**src/rtl/seg_link_pkg.sv**
```systemverilog
`default_nettype none
// ============================================================================
// Module      : seg_link_pkg
// Description : Shared constants and FSM encodings for the serial segment
//               display link. Both the transmit driver and the receiver use it.
// Revision    : 1.0 - initial release
// ============================================================================
package seg_link_pkg;

   // Bits carried by one frame, i.e. between two parallel-latch pulses
   localparam int SEG_FRAME_BITS = 64;

   // Serial bit order on seg_do: 1 = MSB first
   localparam bit SEG_MSB_FIRST = 1'b1;

   // Receiver frame-assembly state
   typedef enum logic [1:0] {
      S_IDLE  = 2'd0,
      S_SHIFT = 2'd1,
      S_OVER  = 2'd2
   } seg_state_t;

endpackage
`default_nettype wire

```
**src/rtl/seg_sync_edge.sv**
```systemverilog
`default_nettype none
// ============================================================================
// Module      : seg_sync_edge
// Description : Multi-flop synchronizer for one asynchronous pin, plus a
//               registered copy of the synced level for rising-edge detection.
// Revision    : 1.0 - initial release
// ============================================================================
module seg_sync_edge #(
   parameter int   SYNC_STAGES = 2,
   parameter logic RST_VAL     = 1'b0
) (
   input  logic clk,
   input  logic rst_n,
   input  logic pin,
   output logic level,
   output logic rise
);

   logic [SYNC_STAGES-1:0] sync;
   logic                   prev;

   // Synchronizer chain and one-cycle-delayed copy of its output
   always_ff @(posedge clk or negedge rst_n) begin
      if (!rst_n) begin
         sync <= {SYNC_STAGES{RST_VAL}};
         prev <= RST_VAL;
      end else begin
         sync <= {sync[SYNC_STAGES-2:0], pin};
         prev <= sync[SYNC_STAGES-1];
      end
   end

   assign level = sync[SYNC_STAGES-1];
   assign rise  = level & ~prev;

endmodule
`default_nettype wire

```
**src/rtl/seg_serial_rx.sv**
```systemverilog
`default_nettype none
// ============================================================================
// Module      : seg_serial_rx
// Description : Deserializes the seg_clk / seg_do / seg_pen / seg_clr_n link
//               back into parallel frames. All pins are asynchronous to clk.
// Revision    : 1.0 - initial release
// ============================================================================
module seg_serial_rx
   import seg_link_pkg::*;
#(
   parameter int W           = SEG_FRAME_BITS,
   parameter int SYNC_STAGES = 2,
   parameter int CNT_W       = 8
) (
   input  logic             clk,
   input  logic             rst_n,
   input  logic             seg_clk,
   input  logic             seg_clr_n,
   input  logic             seg_pen,
   input  logic             seg_do,
   output logic [W-1:0]     data_out,
   output logic             frame_valid,
   output logic             frame_err,
   output logic             busy,
   output logic [CNT_W-1:0] frame_cnt
);

   // Bit counter must hold W+1 to flag an over-long frame
   localparam int BC_W = $clog2(W + 2);

   logic clk_rise, pen_rise, do_s, clr_n_s;
   logic clk_lvl_unused, pen_lvl_unused, do_rise_unused, clr_rise_unused;

   seg_sync_edge #(.SYNC_STAGES(SYNC_STAGES), .RST_VAL(1'b0)) u_sync_clk (
      .clk(clk), .rst_n(rst_n), .pin(seg_clk),   .level(clk_lvl_unused), .rise(clk_rise));
   seg_sync_edge #(.SYNC_STAGES(SYNC_STAGES), .RST_VAL(1'b0)) u_sync_pen (
      .clk(clk), .rst_n(rst_n), .pin(seg_pen),   .level(pen_lvl_unused), .rise(pen_rise));
   seg_sync_edge #(.SYNC_STAGES(SYNC_STAGES), .RST_VAL(1'b0)) u_sync_do (
      .clk(clk), .rst_n(rst_n), .pin(seg_do),    .level(do_s),           .rise(do_rise_unused));
   seg_sync_edge #(.SYNC_STAGES(SYNC_STAGES), .RST_VAL(1'b1)) u_sync_clr (
      .clk(clk), .rst_n(rst_n), .pin(seg_clr_n), .level(clr_n_s),        .rise(clr_rise_unused));

   seg_state_t        state, state_nxt;
   logic [W-1:0]      shreg, shreg_nxt;
   logic [BC_W-1:0]   bit_cnt, bit_cnt_nxt;
   logic              latch_ok, latch_bad;

   // State register
   always_ff @(posedge clk or negedge rst_n) begin
      if (!rst_n) state <= S_IDLE;
      else        state <= state_nxt;
   end

   // Next state and datapath: clear wins, then shift, then latch on post-shift values
   always_comb begin
      state_nxt   = state;
      shreg_nxt   = shreg;
      bit_cnt_nxt = bit_cnt;
      latch_ok    = 1'b0;
      latch_bad   = 1'b0;
      if (!clr_n_s) begin
         state_nxt   = S_IDLE;
         shreg_nxt   = '0;
         bit_cnt_nxt = '0;
      end else begin
         if (clk_rise) begin
            shreg_nxt = {shreg[W-2:0], do_s};
            if (bit_cnt != BC_W'(W + 1))
               bit_cnt_nxt = bit_cnt + BC_W'(1);
            case (state)
               S_IDLE:  state_nxt = S_SHIFT;
               S_SHIFT: if (bit_cnt_nxt == BC_W'(W + 1)) state_nxt = S_OVER;
               S_OVER:  state_nxt = S_OVER;
               default: state_nxt = S_IDLE;
            endcase
         end
         if (pen_rise) begin
            if (bit_cnt_nxt == BC_W'(W)) latch_ok  = 1'b1;
            else                         latch_bad = 1'b1;
            bit_cnt_nxt = '0;
            state_nxt   = S_IDLE;
         end
      end
   end

   // Shift register, bit counter and output registers
   always_ff @(posedge clk or negedge rst_n) begin
      if (!rst_n) begin
         shreg       <= '0;
         bit_cnt     <= '0;
         data_out    <= '0;
         frame_valid <= 1'b0;
         frame_err   <= 1'b0;
         frame_cnt   <= '0;
      end else begin
         shreg       <= shreg_nxt;
         bit_cnt     <= bit_cnt_nxt;
         frame_valid <= latch_ok;
         frame_err   <= latch_bad;
         if (latch_ok) begin
            data_out  <= shreg_nxt;
            frame_cnt <= frame_cnt + CNT_W'(1);
         end
      end
   end

   assign busy = (state != S_IDLE);

endmodule
`default_nettype wire

```
**config.mk**
```make
export PLATFORM = sky130hd
export DESIGN_NAME = seg_serial_rx
export DESIGN_NICKNAME = d
export VERILOG_FILES = /design/src/rtl/seg_link_pkg.sv /design/src/rtl/seg_sync_edge.sv /design/src/rtl/seg_serial_rx.sv
export SDC_FILE = /design/constraint.sdc
export NUM_CORES = 1
export LEC_CHECK = 0
export ABC_CLOCK_PERIOD_IN_PS = 3550
export CORE_UTILIZATION = 55
export CTS_CLUSTER_SIZE = 24
export DETAILED_ROUTE_END_ITERATION = 7
export PLACE_DENSITY = 0.8
export SYNTH_ARGS = -nofsm -noshare
export SYNTH_HDL_FRONTEND = slang
export SYNTH_SLANG_ARGS = --single-unit
export TNS_END_PERCENT = 100
```
**constraint.sdc**
```tcl
create_clock -name clk -period 3.55 [get_ports clk]
set_input_delay 0.71 -clock clk [delete_from_list [all_inputs] [get_ports clk]]
set_output_delay 0.71 -clock clk [all_outputs]
set_load 0.02 [all_outputs]
```
==> results of run 1 <==
[layout make-up]
class	instances	area, sq um	share of cell area (%)
Clock buffer	21	450	5.65
Clock inverter	10	189	2.37
Inverter	8	30.0	0.377
Multi-Input combinational cell	351	2340	29.3
Sequential cell	157	3930	49.3
Tap cell	143	179	2.24
Timing Repair Buffer	87	855	10.7
[registers in the layout, summed over array words and instances, names as in the netlist]
signal           count
bit_cnt              7
data_out            64
frame_cnt            8
frame_err            1
frame_valid          1
shreg               64
state                2
u_sync_clk.prev      1
u_sync_clk.sync      2
u_sync_clr.sync      2
u_sync_do.sync       2
u_sync_pen.prev      1
u_sync_pen.sync      2
[Yosys cell counts, types with 3 or more instances]
| cell | count | area, sq um |
|---|---|---|
| nor2_1 | 14 | 52.6 |
| nor4_1 | 5 | 31.3 |
| o21ai_0 | 3 | 15.0 |
| xnor2_1 | 7 | 61.3 |
| nor3_1 | 6 | 30.0 |
| mux2_2 | 25 | 282 |
| dfrtp_1 | 155 | 3880 |
| ha_1 | 5 | 62.6 |
| mux2_4 | 40 | 601 |
| nand4_1 | 7 | 43.8 |
| xor2_1 | 9 | 78.8 |
| buf_6 | 5 | 56.3 |
| and2_1 | 4 | 25.0 |
| inv_1 | 8 | 30.0 |
| clkbuf_1 | 19 | 71.3 |
| nand2_1 | 133 | 499 |
| buf_1 | 3 | 11.3 |
| nand3_1 | 5 | 25.0 |
| a21oi_1 | 67 | 335 |
[metrics by stage]
step,hold WS [ns],total power [mW]
after floorplan,0.331,1.89
after global placement,0.332,1.95
after detailed placement,0.335,1.96
after CTS,0.318,3.91
after global routing,0.350,4.01
final,0.298,3.89
[how the worst max path moves through the flow]
stage                          start           end  slack, ns  cells past startpoint
after floorplan           bit_cnt[1]  data_out[14]       1.08                      9
after CTS                 bit_cnt[0]  data_out[63]       0.41                      6
after global placement    bit_cnt[0]  data_out[55]       0.56                      6
after detailed placement  bit_cnt[0]  data_out[62]       0.43                      6
after global routing      bit_cnt[0]  data_out[63]       0.19                      6
final                     bit_cnt[0]  data_out[63]       0.36                      6
[worst max-delay path, cell delays in order (launching register included)]
cell,delay [ns]
dfrtp_1,0.51
ha_1,0.31
nand3b_1,0.18
a32o_1,0.27
o22ai_2,0.34
or4_4,0.96
mux2_2,0.43
[layer usage]
| metal | up-vias | share of wire, % | global-route usage [%] |
|---|---|---|---|
| li1 | 1981 | - | - |
| met1 | 2167 | 43 | 31.5 |
| met2 | 129 | 50 | 36.8 |
| met3 | 31 | 3.5 | 4.29 |
| met4 | 0 | 3.7 | 12.6 |
| met5 | - | 0 | 0 |
[layout by cell type, fill, tap and decap left out, types with 6 or more instances in the layout]
master,Yosys,routed
mux2_4,40,40
dfrtp_1,155,155
mux2_2,25,25
nor2_1,14,14
buf_4,1,7
nand2_1,133,133
inv_1,8,7
clkbuf_16,0,17
clkdlybuf4s50_1,0,79
xnor2_1,7,7
xor2_1,9,9
a21oi_1,67,67
nor3_1,6,6
nand4_1,7,7
[kinds of logic after synthesis]
group	after synthesis	synth area share (%)
compound gates	78	6.66
xor+xnor	16	2.17
fa+ha+maj	5	0.970
buf+inv	39	2.97
flops	157	61.0
mux	66	13.8
simple gates	186	12.4
[report_power, final]
group	total [mW]	internal, mW	switching, mW
clock	1.97	1.26	0.701
combinational	0.113	0.0245	0.0885
sequential	1.81	1.80	0.00756
==> impl_metrics.ini, run 1 <==
[cts]
clk_pin_slew_ns = 0.06
cts_tree = yes
root_buffer = clkbuf_16
worstSkewPairLatency_ns = 0.42
cts_sinks = 157
postCtsSetupBuffers = 0
postCtsHoldBufs = 0
post_cts_resized = 0
clk_path_buf_depth = 2
htree_levels = 4
cts_buffers = 17

[cells_and_area]
area_growth_pct = 23.6
drive_above_1_share_pct = 17.5
post-route-util_pct = 69.8
fin_nets = 633
final_cells = 777
insertedDiodeCount = 0
stdcell_area_sq_mm = 0.00797
nFillCells = 831

[flow_run]
max-cap-violations = 0

[logic_synthesis]
synth-warning-count = 0
async_flop_share_pct = 100
synth_area_sq_mm = 0.00645
avgSynthCellArea_sq_um = 11.8
ys_ff_latch = 157
synthFlopType = dfrtp_1
synth_edf_count = 0
synth_cell_types = 42
syn-num-nets = 558
yosysSeqAreaShare_pct = 61.0
synthesis.instances = 547

[timing]
hold_viol = 0
setup_viol = 0
maxSlewViolCount = 0
setup_slack_ns = 0.364
skew_ns = 0.00779
post-route-period-util_pct = 89.8
setup_tns_ns = 0
max-slew-margin-rel_pct = 23.2
rsz0062_at_grt = no
worst_pin_slew_ns = 1.15
max_freq_ghz = 0.314
fin_crit_ns = 3.19

[floorplanning]
fp-row-count = 39
die_area_sq_mm = 0.0122
fp.dieW_um = 110
core-area_sq_mm = 0.0114
initial_core_util_pct = 56.5
die_h_um = 110
pin_count = 81

[critical_path]
critPathLaunchType = flop
r2r-end = data_out[63]
crit_required_ns = 3.85
cp_max_fo = 66
ff2ff_path_depth = 6
r2r_start = bit_cnt[0]
critPathArrivalTime_ns = 3.48
r2r_setup_slack_ns = 0.36
cp-end-kind = flop
crit_type = reg2reg

[place]
io_buffers = 80
dpl_cell_area_sq_mm = 0.00733
gp_congestion = 0.876
post-place-ws_ns = 0.434
placed_cells = 746
dp_hpwl_um = 7810

[global_route]
track_usage_pct = 23.6
antenna_found_initial = 0
grt_pass1_vias = 4427
overflow = 0
grt_max_degree = 74
grt_pass1_wl_um = 21700

[power_and_ir_drop]
ir_drop_v = 0.000524
total_leakage_power_nw = 3.70
power_density_mw_per_mm2 = 488

[min_path]
hold_path_class = in2async

[routing]
wirelength_um = 12900
drt-vias-per-instance = 5.54
ant_nets = 0
wl_per_cell_um = 16.6
route.vias.total = 4308
drt_iter0_markers = 235
drcViolationCount = 2
first_pass_iters = 6

[run_status]
status = finished with violations
violations = DRC
(Power assumes the default switching activity.)
==> inputs of run 2 (changes only) <==
ABC_AREA = 1   (was unset)
CORE_UTILIZATION = 45   (was 55)
PLACE_DENSITY = 0.68   (was 0.8)
TNS_END_PERCENT = 5   (was 100)
==> run 2 against run 1 <==
The run still ends with DRC left; global-route usage fell by 3.4 points; synthesized cell count increased by 42%; clock skew about the same; flip-flop and latch count unchanged; clock power down 5%; core utilization shrank 14 points; total power increased by 7.5%; combinational power grew to 3.3 times the previous value; largest power group is now sequential cells.
==> impl_metrics.ini, run 2 <==
[logic_synthesis]
synth_area_sq_mm = 0.00683
synth-warning-count = 0
yosysMostFrequentCell = nand2_1
synthTopCellsByCount = nand2_1 (196), dfrtp_1 (155), nor2_1 (147)
synthTopCellsByArea = dfrtp_1 (57%), nand2_1 (11%), nor2_1 (8.1%)
synth_cell_types = 29
synthesis.instances = 775
async_flop_share_pct = 100
synthFlopType = dfrtp_1
synth_top_area_share_pct = 56.8
synth_edf_count = 0
ys_ff_latch = 157
avgSynthCellArea_sq_um = 8.81
synth_largest_area_cell = dfrtp_1
yosysSeqAreaShare_pct = 57.6
syn-num-nets = 786

[global_route]
overflow = 0
track_usage_pct = 20.1
grt-busiest-layer = met2
met3_usage_pct = 5.18
grt_max_degree = 81
grt_use_met2_pct = 32.9
antenna_found_initial = 0
grt_pass1_vias = 5345
grt_pass1_wl_um = 25400
grt_use_met1_pct = 26.3

[floorplanning]
core-area_sq_mm = 0.0147
fp.dieW_um = 125
pin_count = 81
initial_core_util_pct = 46.5
die_h_um = 125
die_area_sq_mm = 0.0157
fp-row-count = 44

[critical_path]
r2r_start = u_sync_clk.prev
crit_required_ns = 3.86
crit_type = reg2reg
ff2ff_path_depth = 10
cp_max_fo = 55
crit_top_cell = nand2_1
r2r_setup_slack_ns = 0.58
path_depth = 10
r2r-end = data_out[59]
path_cells = nor2_4 > buf_4 > nand3_1 > nand2_1 > nand3_1 > nor2_2 > nand4_4 > buf_4 > nand2_1 > nand2_1
critPathLaunchType = flop
worst-path-buf-inv = 2
crit_path_end = data_out[59]
crit_family = simple AND/OR/NAND/NOR gates
cp-end-kind = flop
critPathArrivalTime_ns = 3.28
cp-startpoint = u_sync_clk.prev
slowest_stage = buf_4
cp_slowest_stage_delay_ns = 0.52

[power_and_ir_drop]
power_density_mw_per_mm2 = 506
total_leakage_power_nw = 4.21
ir_drop_v = 0.000316

[cts]
postCtsSetupBuffers = 0
post_cts_resized = 0
worstSkewPairLatency_ns = 0.42
postCtsHoldBufs = 0
htree_levels = 4
cts_buffers = 17
cts_tree = yes
clk_path_buf_depth = 2
clk_pin_slew_ns = 0.06
root_buffer = clkbuf_16
cts_sinks = 157

[flow_run]
max-cap-violations = 0

[routing]
wl_per_cell_um = 14.4
drcViolationCount = 8
first_pass_iters = 6
drt-vias-per-instance = 5.27
wirelength_um = 14800
drt_iter0_markers = 456
ant_nets = 0
route.vias.total = 5397

[timing]
max-slew-margin-rel_pct = 49.8
hold_viol = 0
skew_ns = 0.00748
rsz0062_at_grt = no
worst_pin_slew_ns = 0.753
maxSlewViolCount = 0
max_freq_ghz = 0.337
fin_crit_ns = 2.97
setup_viol = 0
hold_ws_ns = 0.300
post-route-period-util_pct = 83.7
setup_tns_ns = 0

[place]
io_buffers = 80
dp_hpwl_um = 9030
gp_congestion = 0.817

[min_path]
hold_path_class = in2async

[run_status]
status = finished with violations
violations = DRC

[cells_and_area]
insertedDiodeCount = 0
multi_input_area_sq_mm = 0.00250
layout_common_cells = nand2_1 (196), dfrtp_1 (155), nor2_1 (146), clkdlybuf4s50_1 (79), nand4_1 (78)
seq_area_sq_mm = 0.00394
layout_commonest_cell = nand2_1
area_growth_pct = 21.0
largest_registers = data_out x64, shreg x64, frame_cnt x8
drive_above_1_share_pct = 6.90
fin_nets = 838
nFillCells = 1268
-- run 2: cell count changes after synthesis, sizes merged, moves of 5 or more --
cell	change
nor2	+139
nand4	+72
a21oi	-67
mux2	-65
o21ai	+64
nand2	+63
nand3	+21
buf	+19
inv	+14
xnor2	-6
clkbuf	+5
nor4	-5
-- run 2: worst min-delay path by stage --
stage                          to  cells after the start
2_1_floorplan  u_sync_clk.sync[1]                      0
3_3_place_gp   u_sync_pen.sync[1]                      0
3_5_place_dp   u_sync_pen.sync[1]                      0
4_1_cts              data_out[27]                      1
5_1_grt              data_out[25]                      1
6_report             data_out[27]                      1
-- run 2: area by class of cell --
class                      instances  area share (%)
inverter                          25            1.14
clock inverter                    12            1.95
timing repair buffer              88            10.7
sequential                       157            47.6
multi-input combinational        538            30.3
tap                              184            2.79
clock buffer                      20            5.53
-- run 2: layer usage --
layer | share of wire, % | vias to the layer above
li1 | - | 2651
met1 | 47 | 2625
met2 | 48 | 108
met3 | 3.9 | 13
met4 | 1.0 | 0
met5 | 0 | -
-- run 2: logic make-up after synthesis --
logic type / after synthesis / share of synthesized area, %
buffers and inverters: 80 / 6.06
xor gates and xnor gates: 7 / 0.898
and+or+nand+nor: 458 / 29.6
DFF: 157 / 57.6
adders and majority gates: 5 / 0.916
AOI/OAI and AO/OA: 68 / 4.98
-- run 2: worst reg2reg max path: stages, from the launching register on --
cell and delay, ns:
dfrtp_1 0.40, nor2_4 0.40, buf_4 0.52, nand3_1 0.18, nand2_1 0.11, nand3_1 0.09
nor2_2 0.15, nand4_4 0.40, buf_4 0.43, nand2_1 0.13, nand2_1 0.05
-- run 2: power breakdown --
part           internal (mW)  total [mW]  switching [mW]
clock                   1.15        1.88           0.727
combinational          0.122       0.371           0.249
sequential              1.87        1.93          0.0591
total                   3.14        4.18            1.03
-- run 2: metrics by stage --
| step | worst slack [ns] | util (%) | area (sq um) | std cells | power [mW] |
|---|---|---|---|---|---|
| 3_3_place_gp | 0.676 | 52.0 | 7650 | 992 | 2.32 |
| 6_report | 0.579 | 56.2 | 8270 | 1024 | 4.18 |
| 5_1_grt | 0.277 | 56.2 | 8270 | 1024 | 4.35 |
| 2_1_floorplan | 1.74 | - | 6830 | 775 | 2.18 |
| 4_1_cts | 0.567 | 56.2 | 8270 | 1024 | 4.22 |
| 3_5_place_dp | 0.586 | 52.0 | 7650 | 992 | 2.33 |
==> inputs of run 3 (changes only) <==
ABC_CLOCK_PERIOD_IN_PS = 2700   (was 3550)
PLACE_DENSITY = 0.7   (was 0.68)
clock period = 2.7 ns   (was 3.55 ns; I/O delays follow)
==> run 3 against run 2 <==
Clock-buffer cell count decreased by 1; hold slack got worse by 0.22 ns; clock power increased by 24%; critical path type unchanged; routed wire length about the same; global-route usage increased by 0.40 points; maximum frequency increased by 28%; combinational power increased by 38%; sequential share of layout area decreased by 0.12 points; worst setup slack got worse by 0.20 ns; the flow still finishes with violations (DRC); first-iteration DRC count decreased by 15%.
==> impl_metrics.ini, run 3 (same netlist as run 2, synthesis figures left out) <==
[timing]
post-route-period-util_pct = 85.9
skew_ns = 0.0143
setup_tns_ns = 0
max-slew-margin-rel_pct = 51.4
maxSlewViolCount = 0
worst_pin_slew_ns = 0.730
max_freq_ghz = 0.431
hold_viol = 0
setup_viol = 0
fin_crit_ns = 2.32
rsz0062_at_grt = no
setup_slack_ns = 0.380

[routing]
drcViolationCount = 8
wl_per_cell_um = 14.3
route.vias.total = 5336
ant_nets = 0
drt-vias-per-instance = 5.18
drt_iter0_markers = 387
first_pass_iters = 7
wirelength_um = 14800

[run_status]
status = finished with violations
violations = DRC

[min_path]
hold_path_class = in2async

[critical_path]
r2r_start = u_sync_clk.sync[1]
cp-end-kind = flop
cp_max_fo = 67
critPathArrivalTime_ns = 2.63
crit_required_ns = 3.01
crit_type = reg2reg
cp-startpoint = u_sync_clk.sync[1]
critPathLaunchType = flop

[cells_and_area]
insertedDiodeCount = 0
fin_nets = 845
largest_registers = data_out x64, shreg x64, frame_cnt x8
nFillCells = 1314
drive_above_1_share_pct = 7.56
layout_common_cells = nand2_1 (196), dfrtp_1 (155), nor2_1 (146), clkdlybuf4s50_1 (79), nand4_1 (78)
layout_commonest_cell = nand2_1
area_growth_pct = 21.3

[cts]
worstSkewPairLatency_ns = 0.43
postCtsSetupBuffers = 0
htree_levels = 4
postCtsHoldBufs = 0
cts_sinks = 157
clk_path_buf_depth = 2
root_buffer = clkbuf_16
cts_tree = yes
clk_pin_slew_ns = 0.07
post_cts_resized = 0
cts_buffers = 17

[floorplanning]
initial_core_util_pct = 46.5
die_area_sq_mm = 0.0157
core-area_sq_mm = 0.0147
die_h_um = 125
fp-row-count = 44
pin_count = 81
fp.dieW_um = 125

[power_and_ir_drop]
power_density_mw_per_mm2 = 649
total_leakage_power_nw = 4.22
ir_drop_v = 0.000506

[global_route]
antenna_found_initial = 0
grt_pass1_vias = 5267
grt_pass1_wl_um = 26000
overflow = 0
grt_max_degree = 79
track_usage_pct = 20.5

[place]
post-place-ws_ns = 0.415
io_buffers = 80
gp_congestion = 0.854
dp_hpwl_um = 8820

[flow_run]
max-cap-violations = 0
==> run 3: cell types whose count changed in the layout (fill, tap and decap cells not counted) <==
cell        delta
clkinv_4       -2
inv_6          +1
buf_12         +1
clkbuf_1       +1
clkbuf_8       -2
clkinvlp_4     +4
inv_8          -1
bufinv_16      -1
buf_4          +6
==> run 3: cell type report <==
type                    instances  area (sq um)  area share, %
repair buffers                 95           952           11.5
flip-flops and latches        157          3940           47.5
clock inverters                13           141           1.71
clock buffers                  19           433           5.22
inverters                      25          93.8           1.13
multi-input cells             538          2500           30.2
well taps                     184           230           2.78
==> run 3: metal layers <==
layer	vias up	global-route usage, %	routed length (um)
met4	0	8.32	242
met5	-	0	0
met3	22	4.92	661
li1	2663	-	-
met2	117	31.4	6770
met1	2534	28.2	7100
==> run 3: critical path: stages, from the launching register on <==
cell     delay (ns)
dfrtp_1        0.35
inv_1          0.07
nor2_4         0.10
buf_4          0.38
buf_4          0.28
nand3_1        0.10
nand2_1        0.10
nand3_1        0.09
nor2_2         0.18
nand4_4        0.11
buf_12         0.22
nand2_1        0.11
nand2_1        0.05
==> run 3: worst paths after layout <==
check                                          to  depth (start not counted)  slack, ns
worst max-delay path                 data_out[60]                         12       0.38
worst min-delay path                 data_out[27]                          1       0.08
min in group clk                u_sync_do.sync[1]                          0       0.34
worst min register to register  u_sync_do.sync[1]                          0       0.34
worst max register to register       data_out[60]                         12       0.38
max in group asynchronous               shreg[41]                          2       1.76
==> run 3: where the power goes <==
part | internal [mW] | total [mW] | switching (mW)
combinational | 0.167 | 0.511 | 0.344
sequential | 2.46 | 2.52 | 0.0630
clock | 1.36 | 2.34 | 0.982
total | 3.99 | 5.38 | 1.39
==> run 3: per-stage QoR <==
| stage | utilization [%] | total power [mW] | std cells | cell area (sq um) | hold slack [ns] |
|---|---|---|---|---|---|
| after detailed placement | 52.5 | 3.08 | 999 | 7710 | 0.337 |
| final | 56.4 | 5.38 | 1031 | 8290 | 0.0818 |
| after global placement | 52.5 | 3.07 | 999 | 7710 | 0.334 |
| after floorplan | - | 2.87 | 775 | 6830 | 0.244 |
| after global routing | 56.4 | 5.61 | 1031 | 8290 | 0.110 |
| after CTS | 56.4 | 5.42 | 1031 | 8290 | 0.0939 |
